--- src/rtl/tdm_demux_pkg.sv ---
// ----------------------------------------------------------------------------
// tdm_demux_pkg
// Shared types and constants for the 1-to-4 TDM demultiplexer.
//   NCH       : number of output channels (slots per frame)
//   slot_t    : 2-bit slot index, wraps 3 -> 0
//   state_t   : framing FSM states (IDLE = waiting for first frame_sync,
//               RUN = locked to the frame)
//   SLOT_LAST : index of the final slot in a frame
// ----------------------------------------------------------------------------
package tdm_demux_pkg;

    localparam int NCH = 4;

    typedef logic [1:0] slot_t;

    typedef enum logic {
        IDLE = 1'b0,
        RUN  = 1'b1
    } state_t;

    localparam slot_t SLOT_LAST = 2'd3;

endpackage

--- src/rtl/tdm_demux_1to4_if.sv ---
// ----------------------------------------------------------------------------
// tdm_demux_1to4_if
// Bundles the serial TDM input and the four demultiplexed channel outputs.
//   din, din_valid, frame_sync : serial beat stream (driven by the link side)
//   ch0..ch3                   : registered channel data
//   ch_valid                   : per-channel one-cycle update strobes
//   slot                       : slot the next valid beat will be written to
//   frame_done, sync_err       : one-cycle frame status pulses
// Modports:
//   master : link/stimulus side, drives the stream and observes the channels
//   slave  : demultiplexer side, consumes the stream and drives the channels
// ----------------------------------------------------------------------------
interface tdm_demux_1to4_if #(
    parameter int WIDTH = 1
);
    import tdm_demux_pkg::*;

    logic [WIDTH-1:0] din;
    logic             din_valid;
    logic             frame_sync;
    logic [WIDTH-1:0] ch0;
    logic [WIDTH-1:0] ch1;
    logic [WIDTH-1:0] ch2;
    logic [WIDTH-1:0] ch3;
    logic [NCH-1:0]   ch_valid;
    slot_t            slot;
    logic             frame_done;
    logic             sync_err;

    modport master (
        output din, din_valid, frame_sync,
        input  ch0, ch1, ch2, ch3, ch_valid, slot, frame_done, sync_err
    );

    modport slave (
        input  din, din_valid, frame_sync,
        output ch0, ch1, ch2, ch3, ch_valid, slot, frame_done, sync_err
    );

endinterface

--- src/rtl/tdm_slot_ctr.sv ---
// ----------------------------------------------------------------------------
// tdm_slot_ctr
// 2-bit slot counter for the TDM demultiplexer.
//   clk      : rising-edge clock
//   rst_n    : asynchronous active-low reset (counter -> 0)
//   i_en     : advance to the next slot (wraps 3 -> 0)
//   i_load1  : synchronous load of slot 1 (frame start beat just consumed);
//              takes priority over i_en
//   o_slot   : current slot index
//   o_wrap   : high while the counter sits on the last slot
// ----------------------------------------------------------------------------
module tdm_slot_ctr
    import tdm_demux_pkg::*;
(
    input  logic  clk,
    input  logic  rst_n,
    input  logic  i_en,
    input  logic  i_load1,
    output slot_t o_slot,
    output logic  o_wrap
);

    slot_t r_slot;

    always_ff @(posedge clk or negedge rst_n) begin
        if (!rst_n) begin
            r_slot <= '0;
        end else if (i_load1) begin
            r_slot <= slot_t'(1);
        end else if (i_en) begin
            r_slot <= r_slot + slot_t'(1);
        end
    end

    assign o_slot = r_slot;
    assign o_wrap = (r_slot == SLOT_LAST);

endmodule

--- src/rtl/tdm_demux_1to4.sv ---
// ----------------------------------------------------------------------------
// tdm_demux_1to4
// Receive-side time-division demultiplexer: beat k of each frame (k = 0..3)
// is routed to registered output channel k. frame_sync marks slot 0; once
// locked, frames may follow back-to-back without further syncs. A sync that
// arrives mid-frame aborts the partial frame and raises sync_err.
//
// Ports:
//   clk   : rising-edge clock
//   rst_n : asynchronous active-low reset
//   bus   : tdm_demux_1to4_if.slave (stream in, channels/status out)
//
// Build option:
//   TDM_DEMUX_FRAME_LATCH_EN - beats collect in shadow registers and all four
//   channels update together when slot 3 is captured (ch_valid = 1111 with
//   frame_done). Aborted frames never reach the outputs. When undefined each
//   channel updates as its own beat is captured.
// ----------------------------------------------------------------------------
module tdm_demux_1to4
    import tdm_demux_pkg::*;
#(
    parameter int WIDTH = 1
)(
    input  logic             clk,
    input  logic             rst_n,
    tdm_demux_1to4_if.slave  bus
);

    state_t           r_state;
    state_t           w_state_nxt;
    slot_t            w_slot;
    slot_t            w_wr_slot;
    logic             w_wrap;
    logic             w_wr;
    logic             w_ctr_en;
    logic             w_ctr_load;
    logic             w_sync_err;
    logic             w_frame_done;

    logic [WIDTH-1:0] r_ch [NCH];
    logic [NCH-1:0]   r_ch_valid;
    logic             r_frame_done;
    logic             r_sync_err;

    tdm_slot_ctr u_slot_ctr (
        .clk     (clk),
        .rst_n   (rst_n),
        .i_en    (w_ctr_en),
        .i_load1 (w_ctr_load),
        .o_slot  (w_slot),
        .o_wrap  (w_wrap)
    );

    always_ff @(posedge clk or negedge rst_n) begin
        if (!rst_n) begin
            r_state <= IDLE;
        end else begin
            r_state <= w_state_nxt;
        end
    end

    always_comb begin
        w_state_nxt  = r_state;
        w_wr         = 1'b0;
        w_ctr_en     = 1'b0;
        w_ctr_load   = 1'b0;
        w_sync_err   = 1'b0;
        w_frame_done = 1'b0;
        if (bus.din_valid) begin
            case (r_state)
                IDLE: begin
                    // Until the first sync the stream position is unknown.
                    if (bus.frame_sync) begin
                        w_wr        = 1'b1;
                        w_ctr_load  = 1'b1;
                        w_state_nxt = RUN;
                    end
                end
                RUN: begin
                    w_wr = 1'b1;
                    if (bus.frame_sync) begin
                        // Sync on slot 0 is just a redundant marker.
                        w_ctr_load = 1'b1;
                        w_sync_err = (w_slot != '0);
                    end else begin
                        w_ctr_en     = 1'b1;
                        w_frame_done = w_wrap;
                    end
                end
            endcase
        end
    end

    // A sync beat always lands in channel 0, wherever the counter stood.
    assign w_wr_slot = bus.frame_sync ? slot_t'(0) : w_slot;

`ifdef TDM_DEMUX_FRAME_LATCH_EN
    // Slots 0..2 wait here; slot 3 goes straight to the outputs with them.
    logic [WIDTH-1:0] r_shd [SLOT_LAST];

    always_ff @(posedge clk or negedge rst_n) begin
        if (!rst_n) begin
            for (int k = 0; k < SLOT_LAST; k++) begin
                r_shd[k] <= '0;
            end
        end else begin
            for (int k = 0; k < SLOT_LAST; k++) begin
                if (w_wr && (w_wr_slot == slot_t'(k))) begin
                    r_shd[k] <= bus.din;
                end
            end
        end
    end

    always_ff @(posedge clk or negedge rst_n) begin
        if (!rst_n) begin
            for (int k = 0; k < NCH; k++) begin
                r_ch[k] <= '0;
            end
            r_ch_valid   <= '0;
            r_frame_done <= 1'b0;
            r_sync_err   <= 1'b0;
        end else begin
            r_ch_valid   <= '0;
            r_frame_done <= w_frame_done;
            r_sync_err   <= w_sync_err;
            if (w_frame_done) begin
                for (int k = 0; k < SLOT_LAST; k++) begin
                    r_ch[k] <= r_shd[k];
                end
                r_ch[SLOT_LAST] <= bus.din;
                r_ch_valid      <= '1;
            end
        end
    end
`else
    always_ff @(posedge clk or negedge rst_n) begin
        if (!rst_n) begin
            for (int k = 0; k < NCH; k++) begin
                r_ch[k] <= '0;
            end
            r_ch_valid   <= '0;
            r_frame_done <= 1'b0;
            r_sync_err   <= 1'b0;
        end else begin
            r_ch_valid   <= '0;
            r_frame_done <= w_frame_done;
            r_sync_err   <= w_sync_err;
            if (w_wr) begin
                r_ch[w_wr_slot]       <= bus.din;
                r_ch_valid[w_wr_slot] <= 1'b1;
            end
        end
    end
`endif

    assign bus.ch0        = r_ch[0];
    assign bus.ch1        = r_ch[1];
    assign bus.ch2        = r_ch[2];
    assign bus.ch3        = r_ch[3];
    assign bus.ch_valid   = r_ch_valid;
    assign bus.slot       = w_slot;
    assign bus.frame_done = r_frame_done;
    assign bus.sync_err   = r_sync_err;

endmodule

--- src/flat_wrapper.sv ---
// flat-port wrapper written by rule: the top's interface ports become plain ports
module tdm_demux_1to4_flat import tdm_demux_pkg::*;
#(
    parameter int WIDTH = 1
)
  (clk, rst_n, bus_din, bus_din_valid, bus_frame_sync, bus_ch0, bus_ch1, bus_ch2, bus_ch3, bus_ch_valid, bus_slot, bus_frame_done, bus_sync_err);
  tdm_demux_1to4_if #(.WIDTH(WIDTH)) bus_i ();
  input  logic clk;
  input  logic rst_n;
  input wire logic [$bits(bus_i.din)-1:0] bus_din;
  input wire logic [$bits(bus_i.din_valid)-1:0] bus_din_valid;
  input wire logic [$bits(bus_i.frame_sync)-1:0] bus_frame_sync;
  output wire logic [$bits(bus_i.ch0)-1:0] bus_ch0;
  output wire logic [$bits(bus_i.ch1)-1:0] bus_ch1;
  output wire logic [$bits(bus_i.ch2)-1:0] bus_ch2;
  output wire logic [$bits(bus_i.ch3)-1:0] bus_ch3;
  output wire logic [$bits(bus_i.ch_valid)-1:0] bus_ch_valid;
  output wire logic [$bits(bus_i.slot)-1:0] bus_slot;
  output wire logic [$bits(bus_i.frame_done)-1:0] bus_frame_done;
  output wire logic [$bits(bus_i.sync_err)-1:0] bus_sync_err;
  assign bus_i.din = bus_din;
  assign bus_i.din_valid = bus_din_valid;
  assign bus_i.frame_sync = bus_frame_sync;
  assign bus_ch0 = bus_i.ch0;
  assign bus_ch1 = bus_i.ch1;
  assign bus_ch2 = bus_i.ch2;
  assign bus_ch3 = bus_i.ch3;
  assign bus_ch_valid = bus_i.ch_valid;
  assign bus_slot = bus_i.slot;
  assign bus_frame_done = bus_i.frame_done;
  assign bus_sync_err = bus_i.sync_err;
  tdm_demux_1to4 #(.WIDTH(WIDTH)) u_core (.clk(clk), .rst_n(rst_n), .bus(bus_i));
endmodule
--- config.mk ---
export PLATFORM = sky130hd
export DESIGN_NAME = tdm_demux_1to4_flat
export DESIGN_NICKNAME = d
export VERILOG_FILES = /design/src/rtl/tdm_demux_pkg.sv /design/src/rtl/tdm_demux_1to4_if.sv /design/src/rtl/tdm_slot_ctr.sv /design/src/rtl/tdm_demux_1to4.sv /design/src/flat_wrapper.sv
export SDC_FILE = /design/constraint.sdc
export NUM_CORES = 1
export LEC_CHECK = 0
export ABC_AREA = 1
export BUFFER_PORTS_ARGS = -buffer_cell sky130_fd_sc_hd__buf_2
export CAP_MARGIN = 20
export CORE_AREA = 8 8 45 47
export CTS_BUF_LIST = sky130_fd_sc_hd__clkbuf_4 sky130_fd_sc_hd__clkbuf_8
export CTS_CLUSTER_DIAMETER = 120
export DETAILED_ROUTE_END_ITERATION = 10
export DIE_AREA = 0 0 53 55
export PLACE_DENSITY_LB_ADDON = 0.12
export SYNTH_ARGS = -nofsm -noshare
export SYNTH_HDL_FRONTEND = slang
export SYNTH_SLANG_ARGS = --single-unit
--- constraint.sdc ---
create_clock -name clk -period 1.1 [get_ports clk]
set_clock_uncertainty 0.05 [all_clocks]
set_input_delay 0.11 -clock clk [delete_from_list [all_inputs] [get_ports clk]]
set_output_delay 0.11 -clock clk [all_outputs]
set_load 0.01 [all_outputs]
==> results of run 1 <==
==> per-stage QoR <==
stage                     power, mW  setup slack (ns)  instance area (µm²)
final                          1.37            0.0502                  738
after global routing           1.47          -0.00672                  738
after CTS                      1.37           0.00589                  711
after detailed placement       1.03            0.0149                  656
after global placement         1.02            0.0436                  656
after floorplan               0.851            0.0126                  552
==> registers in the layout, indices dropped and copies added, names as in the netlist <==
| name | flops |
|---|---|
| u_core.bus.ch_valid | 4 |
| u_core.r_state | 1 |
| u_core.bus.sync_err | 1 |
| u_core.bus.frame_done | 1 |
| u_core.bus.ch1 | 1 |
| u_core.bus.ch3 | 1 |
| u_core.bus.ch0 | 1 |
| u_core.u_slot_ctr.o_slot | 2 |
| u_core.bus.ch2 | 1 |
==> worst min-delay path by stage <==
stage | end | slack, ns | startpoint
2_1_floorplan | u_core.bus.ch0 | -0.24 | rst_n
3_3_place_gp | u_core.bus.sync_err | -0.04 | rst_n
3_5_place_dp | u_core.bus.frame_done | -0.04 | rst_n
4_1_cts | u_core.bus.frame_done | 0.0003 | bus_frame_sync
5_1_grt | u_core.bus.frame_done | 0.03 | bus_frame_sync
6_report | u_core.bus.frame_done | 0.02 | bus_frame_sync
==> metal layers <==
| layer | vias up | track usage, % |
|---|---|---|
| li1 | 226 | - |
| met5 | - | 0 |
| met4 | 0 | 7.76 |
| met2 | 18 | 11.9 |
| met3 | 5 | 3.21 |
| met1 | 197 | 10.4 |
==> cells by family after synthesis <==
group	synth area share, %
and+or+nand+nor	27.0
DFF	59.1
buffers and inverters	7.50
AOI/OAI and AO/OA	1.82
adders and majority gates	4.54
==> layout make-up <==
| cell class | count | area, µm² | share of cell area, % |
|---|---|---|---|
| multi-input cells | 35 | 204 | 27.6 |
| flip-flops and latches | 13 | 327 | 44.2 |
| inverters | 8 | 30.0 | 4.07 |
| repair buffers | 22 | 128 | 17.3 |
| well taps | 16 | 20.0 | 2.71 |
| clock buffers | 4 | 30.0 | 4.07 |
==> repair_timing <==
action                                  4_1_cts  5_1_grt
buffers inserted                              2        1
endpoints found under the setup margin        1        5
endpoints found under the hold margin        13        0
resized for setup                             0        5
hold buffers                                  1        0
==> report_power, final <==
group | leakage (nW) | total (mW) | internal [mW] | switching [mW]
Combinational | 0.255 | 0.423 | 0.191 | 0.232
Clock | 0.0184 | 0.313 | 0.165 | 0.148
Sequential | 0.161 | 0.638 | 0.578 | 0.0605
==> layout by cell type, fill, tap and decap left out <==
cell	netlist	final
sky130_fd_sc_hd__buf_2	0	16
sky130_fd_sc_hd__buf_4	0	5
sky130_fd_sc_hd__clkbuf_4	0	4
sky130_fd_sc_hd__dfrtp_1	13	12
sky130_fd_sc_hd__dfrtp_2	0	1
sky130_fd_sc_hd__dlygate4sd3_1	0	1
sky130_fd_sc_hd__ha_1	2	1
sky130_fd_sc_hd__ha_4	0	1
sky130_fd_sc_hd__inv_1	8	6
sky130_fd_sc_hd__inv_2	0	2
sky130_fd_sc_hd__nand2_1	13	13
sky130_fd_sc_hd__nand2_2	2	1
sky130_fd_sc_hd__nand2_4	0	1
sky130_fd_sc_hd__nand3_1	6	6
sky130_fd_sc_hd__nand3_2	2	2
sky130_fd_sc_hd__nand4_1	1	1
sky130_fd_sc_hd__nor2_1	5	4
sky130_fd_sc_hd__nor2_2	0	1
sky130_fd_sc_hd__nor3_1	1	1
sky130_fd_sc_hd__nor3b_1	1	1
sky130_fd_sc_hd__o21ai_1	0	2
==> flow_results.org, run 1 <==
** Run status
- Run status :: completed

** STA
- Min cycle time layout :: about 1.0 ns
- For the pin with the worst max-slew slack, the measured transition is between 0.2 and 0.3 ns.
- For the final routed database, the setup TNS stands at 0 ns.
- The number of pins exceeding their max-slew limit in the final report is 0.
- The count of endpoints failing hold in the final timing report was 0.
- Setup repair after global routing missed its margin :: true
- Remaining max-slew budget at the tightest pin :: between 80 and 90%
- Tcrit/Tclk final :: between 90% and 100%
- Setup violations remaining at the end of the flow were counted as 0.
- Worst hold-check slack :: 0.0188 ns
- Achievable clock frequency :: ~950 MHz

** Clock network
- TritonCTS built the clock tree.
- Maximum count of clock buffers along a single path :: 2
- Deepest level of the CTS H-tree :: 1
- Number of buffers inserted during clock tree synthesis :: 3
- The clock reaches the later pin of the worst-skew pair after around 0.28 ns.
- Root buffer cell :: sky130_fd_sc_hd__clkbuf_4
- Clock transition at the registers of the reported paths :: ~0.07 ns
- The clock drives 13 sinks.

** Setup path
- On the critical path the largest part of the delay comes from flip-flops.
- Count of buffering cells on the critical path with inverters included :: 1
- In this run the worst path has a maximum fanout of 4.
- Total number of cells along the worst setup path :: 4
- In this run the critical register-to-register path is launched from u_core.u_slot_ctr.o_slot[0].
- Following the worst setup path forward leads to its endpoint at u_core.u_slot_ctr.o_slot[1].
- The largest individual stage delay along the critical path comes from the cell sky130_fd_sc_hd__dfrtp_1.
- In this run the worst setup path begins at u_core.u_slot_ctr.o_slot[0].
- CP Capture Type :: register
- At the worst endpoint, the required time is 1.21 ns.
- STA puts the critical path data arrival time at 1.16 ns.
- Capture instance of the worst register-to-register path :: u_core.u_slot_ctr.o_slot[1]
- Max incr delay on CP :: 0.42 ns
- STA classifies the critical path startpoint as a register.
- The critical path goes through inv_2, ha_4, nand3_1, o21ai_1.
- The worst register-to-register path has a depth of 4.
- For flop-to-flop paths, the worst setup slack is 0.05 ns.
- By startpoint and endpoint, the worst setup path is classified as register to register.

** Cells and area
- Share of layout cells above drive strength 1 :: approximately two fifths
- At the end of the flow the core is filled with cells to 53.3%.
- From synthesis to final layout, the design area changed by 34.1%.
- Count of filler cells inserted in the layout :: about 140
- Post-Layout Cell Count :: 98
- 0 antenna diodes ended up in the layout.
- Number of nets at the end of the flow :: 90

** Synth
- Cell accounting for the most synthesized area :: sky130_fd_sc_hd__dfrtp_1
- Of all flip-flops after synthesis, the portion carrying an async set or reset was 100%.
- After synthesis, the most frequently instantiated cells are sky130_fd_sc_hd__dfrtp_1, sky130_fd_sc_hd__nand2_1, sky130_fd_sc_hd__inv_1, sky130_fd_sc_hd__nand3_1, sky130_fd_sc_hd__nor2_1.
- Synth Cell Area :: between 500 and 600 µm²
- In the synthesized netlist the dominant register cell turns out to be sky130_fd_sc_hd__dfrtp_1.
- EDFF count, synth :: 0
- For this run, the number of Yosys warnings is 0.
- Number of nets produced by synthesis :: 64
- Top cell type's share of synthesized area :: between 50% and 60%
- After synthesis the netlist holds a flip-flop and latch count of 13.
- Syn Inst Count :: 57
- The share of the Yosys chip area taken by registers is between 50% and 60%.
- Mean instance size in the synthesized netlist :: approximately 9.7 µm²
- By area the synthesized netlist is led by sky130_fd_sc_hd__dfrtp_1, sky130_fd_sc_hd__nand2_1, sky130_fd_sc_hd__nand3_1.
- After synthesis, the netlist uses 13 different library cells.

** Route
- Antenna-violating nets left :: 0
- Number of violations reported at the end of detailed-routing iteration 0 :: 7
- Drc violations :: 0
- Via-per-instance ratio :: between 4 and 5
- After detailed routing, the met2 layer carries 434 µm of wire.
- First-pass detailed-route iteration total :: 4
- The highest layer touched by signal routing is met4.
- DR WL met3 :: 117 µm
- Average wire length per cell after detail routing :: 10.9 µm
- Metal-1 WL :: approximately 470 µm
- The final route contains about 450 vias.
- Total wire length after detailed routing :: around 1.1 mm

** Power
- Power Density :: around 1900 nW/µm²
- IR drop worst, VDD :: a little over 0.8 mV
- Leakage power summed over all cells :: between 0.4 and 0.5 nW

** Floorplan
- Horiz. Die Dim :: 53 µm
- Placeable core region :: between 1000 and 1500 µm²
- The die is 55 µm tall.
- Count of standard-cell rows :: 14
- Number of I/O pins :: 17
- The die covers between 2000 and 3000 µm².
- The initial utilization of the core area, before any placement, comes to between 30% and 40%.

** Global routing
- Number of global-route vias before repair :: 440
- Entering global routing, the biggest net connects 14 pins.
- The first global-routing pass estimated ~1.9 mm of wire.
- Global routing consumed, over all layers together, 8.68% of the routing resources.
- Antenna violations before repair :: 0
- Global route overflow :: 0

** Placed design
- Placer Congestion :: roughly 0.8
- Placed Cells incl. Taps :: 90
- The wire-length estimate of the detail-placed layout is 798 µm.
- Input and output buffers added on the ports amount to 16.

** Worst hold path
- The worst hold path passes through 2 cells.
- Worst min-delay path category :: input pin to register

** Flow run
- Max-cap violations in this run came to 0.
Note: power is estimated with default switching activity, not from simulation.
==> run 2, diff against run 1 <==
--- a/config.mk
+++ b/config.mk
@@ -8,11 +8,11 @@
 export ABC_AREA = 1
 export BUFFER_PORTS_ARGS = -buffer_cell sky130_fd_sc_hd__buf_2
 export CAP_MARGIN = 20
-export CORE_AREA = 8 8 45 47
+export CORE_MARGIN = 8
+export CORE_UTILIZATION = 40
 export CTS_BUF_LIST = sky130_fd_sc_hd__clkbuf_4 sky130_fd_sc_hd__clkbuf_8
 export CTS_CLUSTER_DIAMETER = 120
 export DETAILED_ROUTE_END_ITERATION = 10
-export DIE_AREA = 0 0 53 55
 export PLACE_DENSITY_LB_ADDON = 0.12
 export SYNTH_ARGS = -nofsm -noshare
 export SYNTH_HDL_FRONTEND = slang
==> flow_results.org, run 2 (synthesis gave the netlist of run 1 again) <==
** Power
- The total power divided by cell area came to 1900 nW/µm² (+1.9%).
- The overall power of the completed layout was 1.36 mW (-1.0%).
- The worst vdd rail ir drop was 0.807 mV (-0.90%).
- Leakage power summed over all cells :: 0.429 nW (-1.3%)

** STA
- Remaining max-slew budget at the tightest pin :: 80.5% (-0.68 points)
- The upper clock frequency limit was 954 MHz (+0.15%).
- Min cycle time layout :: 1.05 ns (-0.00162 ns)
- Setup repair after global routing missed its margin :: false
- The post-route setup TNS was 0 ns (unchanged).
- The count of endpoints failing hold in the final timing report came to 0 (unchanged).
- Worst hold-check slack :: 0.0604 ns (+0.0416 ns)
- Slew at the pin with the worst max-slew slack :: 0.292 ns (+0.0102 ns)
- Tcrit/Tclk final :: 95.3% (-0.15 points)
- Number of pins exceeding their max-slew limit in the final report :: 0 (unchanged)
- The count of final setup violators was 0 (unchanged).

** Setup path
- Worst Path Class, Setup :: register to register
- Req. time, crit path :: 1.22 ns (about the same)
- CP Capture Type :: register
- Arrival time at the worst endpoint :: 1.16 ns (about the same)
- The worst register-to-register path begins at u_core.u_slot_ctr.o_slot[0].
- The flop-to-flop setup slack came to 0.05 ns (about the same).
- Kind of start point of the critical path :: register
- Capture instance of the worst register-to-register path :: u_core.u_slot_ctr.o_slot[1]
- Top fanout value on the critical path :: 4 (unchanged)
- The logic depth of the worst register-to-register path came to 4 (unchanged).

** Clock network
- TritonCTS clock tree :: built
- Maximum count of clock buffers along a single path :: 2 (unchanged)
- The insertion delay of the later-clocked pin in the worst-skew pair was 0.27 ns (about the same).
- The number of CTS-inserted buffers is 3 (unchanged).
- The tree is rooted in a sky130_fd_sc_hd__clkbuf_4.
- The CTS sink count was 13 (unchanged).
- The maximum level of the CTS H-tree was 1 (unchanged).
- The clock input transition at the sequential cells of the worst setup and hold paths came to 0.08 ns (about the same).

** Placed design
- The final weighted congestion of routability-driven global placement was 0.838 (+3.7%).
- The count of input and output buffers came to 16 (unchanged).
- The detailed placer's ending HPWL came to 836 µm (+4.8%).

** Cells and area
- Antenna cells :: 0 (unchanged)
- Growth of design area from synthesis to finish :: 30.2%
- The layout cell share with drive strength beyond 1 is 37.0% (-4.4 points).
- Number of nets at the end of the flow :: 89 (-1.1%)
- Leaving out fill and tap cells, the most frequent cell in the layout is sky130_fd_sc_hd__buf_2.
- Final core occ :: 55.1% (+1.8 points)
- Top library cells by usage in the layout, fill and taps aside :: sky130_fd_sc_hd__buf_2, sky130_fd_sc_hd__nand2_1, sky130_fd_sc_hd__dfrtp_1
- The flip-flop count of the largest register after layout came to 4 (unchanged).
- Count of filler cells inserted in the layout :: 133 (-4.3%)

** Route
- The remaining routing DRC violations came to 0 (unchanged).
- The total via count in the routed design came to 434 (-2.7%).
- First-pass detailed-route iteration total :: 4 (unchanged)
- Number of violations reported at the end of detailed-routing iteration 0 :: 9 (+2)
- The via density per instance is 4.52 (-0.66%).
- The number of routed nets with antenna violations was 0 (unchanged).
- Average wire length per cell after detail routing :: 11.6 µm (+5.8%)
- The wire length after detailed routing came to 1.11 mm (+3.6%).

** Global routing
- The maximum number of pins on one net before global-route repair was 14 (unchanged).
- Total track usage :: 9.32% (+0.63 points)
- The wire length of the first global-routing pass came to 1.92 mm (+3.0%).
- The number of global-route vias before repair came to 437 (-0.68%).
- Antenna violations before repair :: 0 (unchanged)
- Global route overflow :: 0 (unchanged)

** Floorplan
- Count of standard-cell rows :: 13 (-1)
- The starting density of the core was 42.3% (+2.5 points).
- Horiz. Die Dim :: 53.1 µm (+0.19%)
- The area of the die is 2820 µm² (-3.3%).
- The I/O pin count came to 17 (unchanged).
- Placeable core region :: 1300 µm² (-6.0%)
- Die Y-Extent :: 53.1 µm (-3.5%)

** Worst hold path
- The path with the worst hold slack has its endpoint at u_core.bus.ch1.
- Hold Crit Start :: bus_din
- Worst hold path cell count :: 3 (+1)
- In this run the worst hold path is classified as input pin to register.

** Run status
- Run status :: completed

** Flow run
- The count of max-cap constraint violations was 0 (unchanged).
run 2: worst max-delay path: stages (launching register included):
cell	delay [ns]
sky130_fd_sc_hd__dfrtp_1	0.41
sky130_fd_sc_hd__inv_2	0.07
sky130_fd_sc_hd__ha_1	0.28
sky130_fd_sc_hd__nand3_1	0.07
sky130_fd_sc_hd__o21ai_1	0.06
run 2: how the worst max path moves through the flow:
stage	startpoint	endpoint	slack [ns]	cells after the start
floorplan	u_core.u_slot_ctr.o_slot[0]	u_core.u_slot_ctr.o_slot[1]	0.01	4
global placement	u_core.u_slot_ctr.o_slot[1]	u_core.u_slot_ctr.o_slot[1]	0.04	4
detailed placement	u_core.r_state	u_core.bus.ch2	0.03	5
CTS	u_core.r_state	u_core.bus.ch2	0.02	5
global route	u_core.r_state	u_core.bus.ch2	0.004	5
finish	u_core.u_slot_ctr.o_slot[0]	u_core.u_slot_ctr.o_slot[1]	0.05	4
run 2: per-stage QoR:
stage / cell area, µm² / std cells / setup WS (ns)
2_1_floorplan: 552 / 57 / 0.0126
3_3_place_gp: 654 / 89 / 0.0377
3_5_place_dp: 654 / 89 / 0.0280
4_1_cts: 704 / 95 / 0.0166
5_1_grt: 717 / 96 / 0.00366
6_report: 717 / 96 / 0.0518
run 2: cell type report:
cell class	instances	area, µm²	area share, %
tap	15	18.8	2.62
clock buffer	4	30.0	4.19
sequential	13	327	45.5
timing repair buffer	21	123	17.1
inverter	8	30.0	4.19
multi-input combinational	35	189	26.4
run 2: routing by layer:
metal | vias up | wire (µm) | GRT usage, %
met5 | - | 0 | 0
met4 | 0 | 21 | 7.56
met3 | 2 | 88 | 3.36
met2 | 12 | 483 | 11.9
met1 | 195 | 517 | 12.0
li1 | 225 | - | -
run 2: power by group:
part	internal (mW)	switching (mW)	leakage [nW]
Combinational	0.178	0.225	0.249
Sequential	0.578	0.0592	0.161
Clock	0.165	0.154	0.0184
Total	0.921	0.439	0.429
run 2: repair_timing:
action	4_1_cts	5_1_grt
endpoints found under the hold margin	14	0
setup endpoints to repair	0	6
hold buffers	2	0
resized for setup	0	2
buffers inserted	0	1
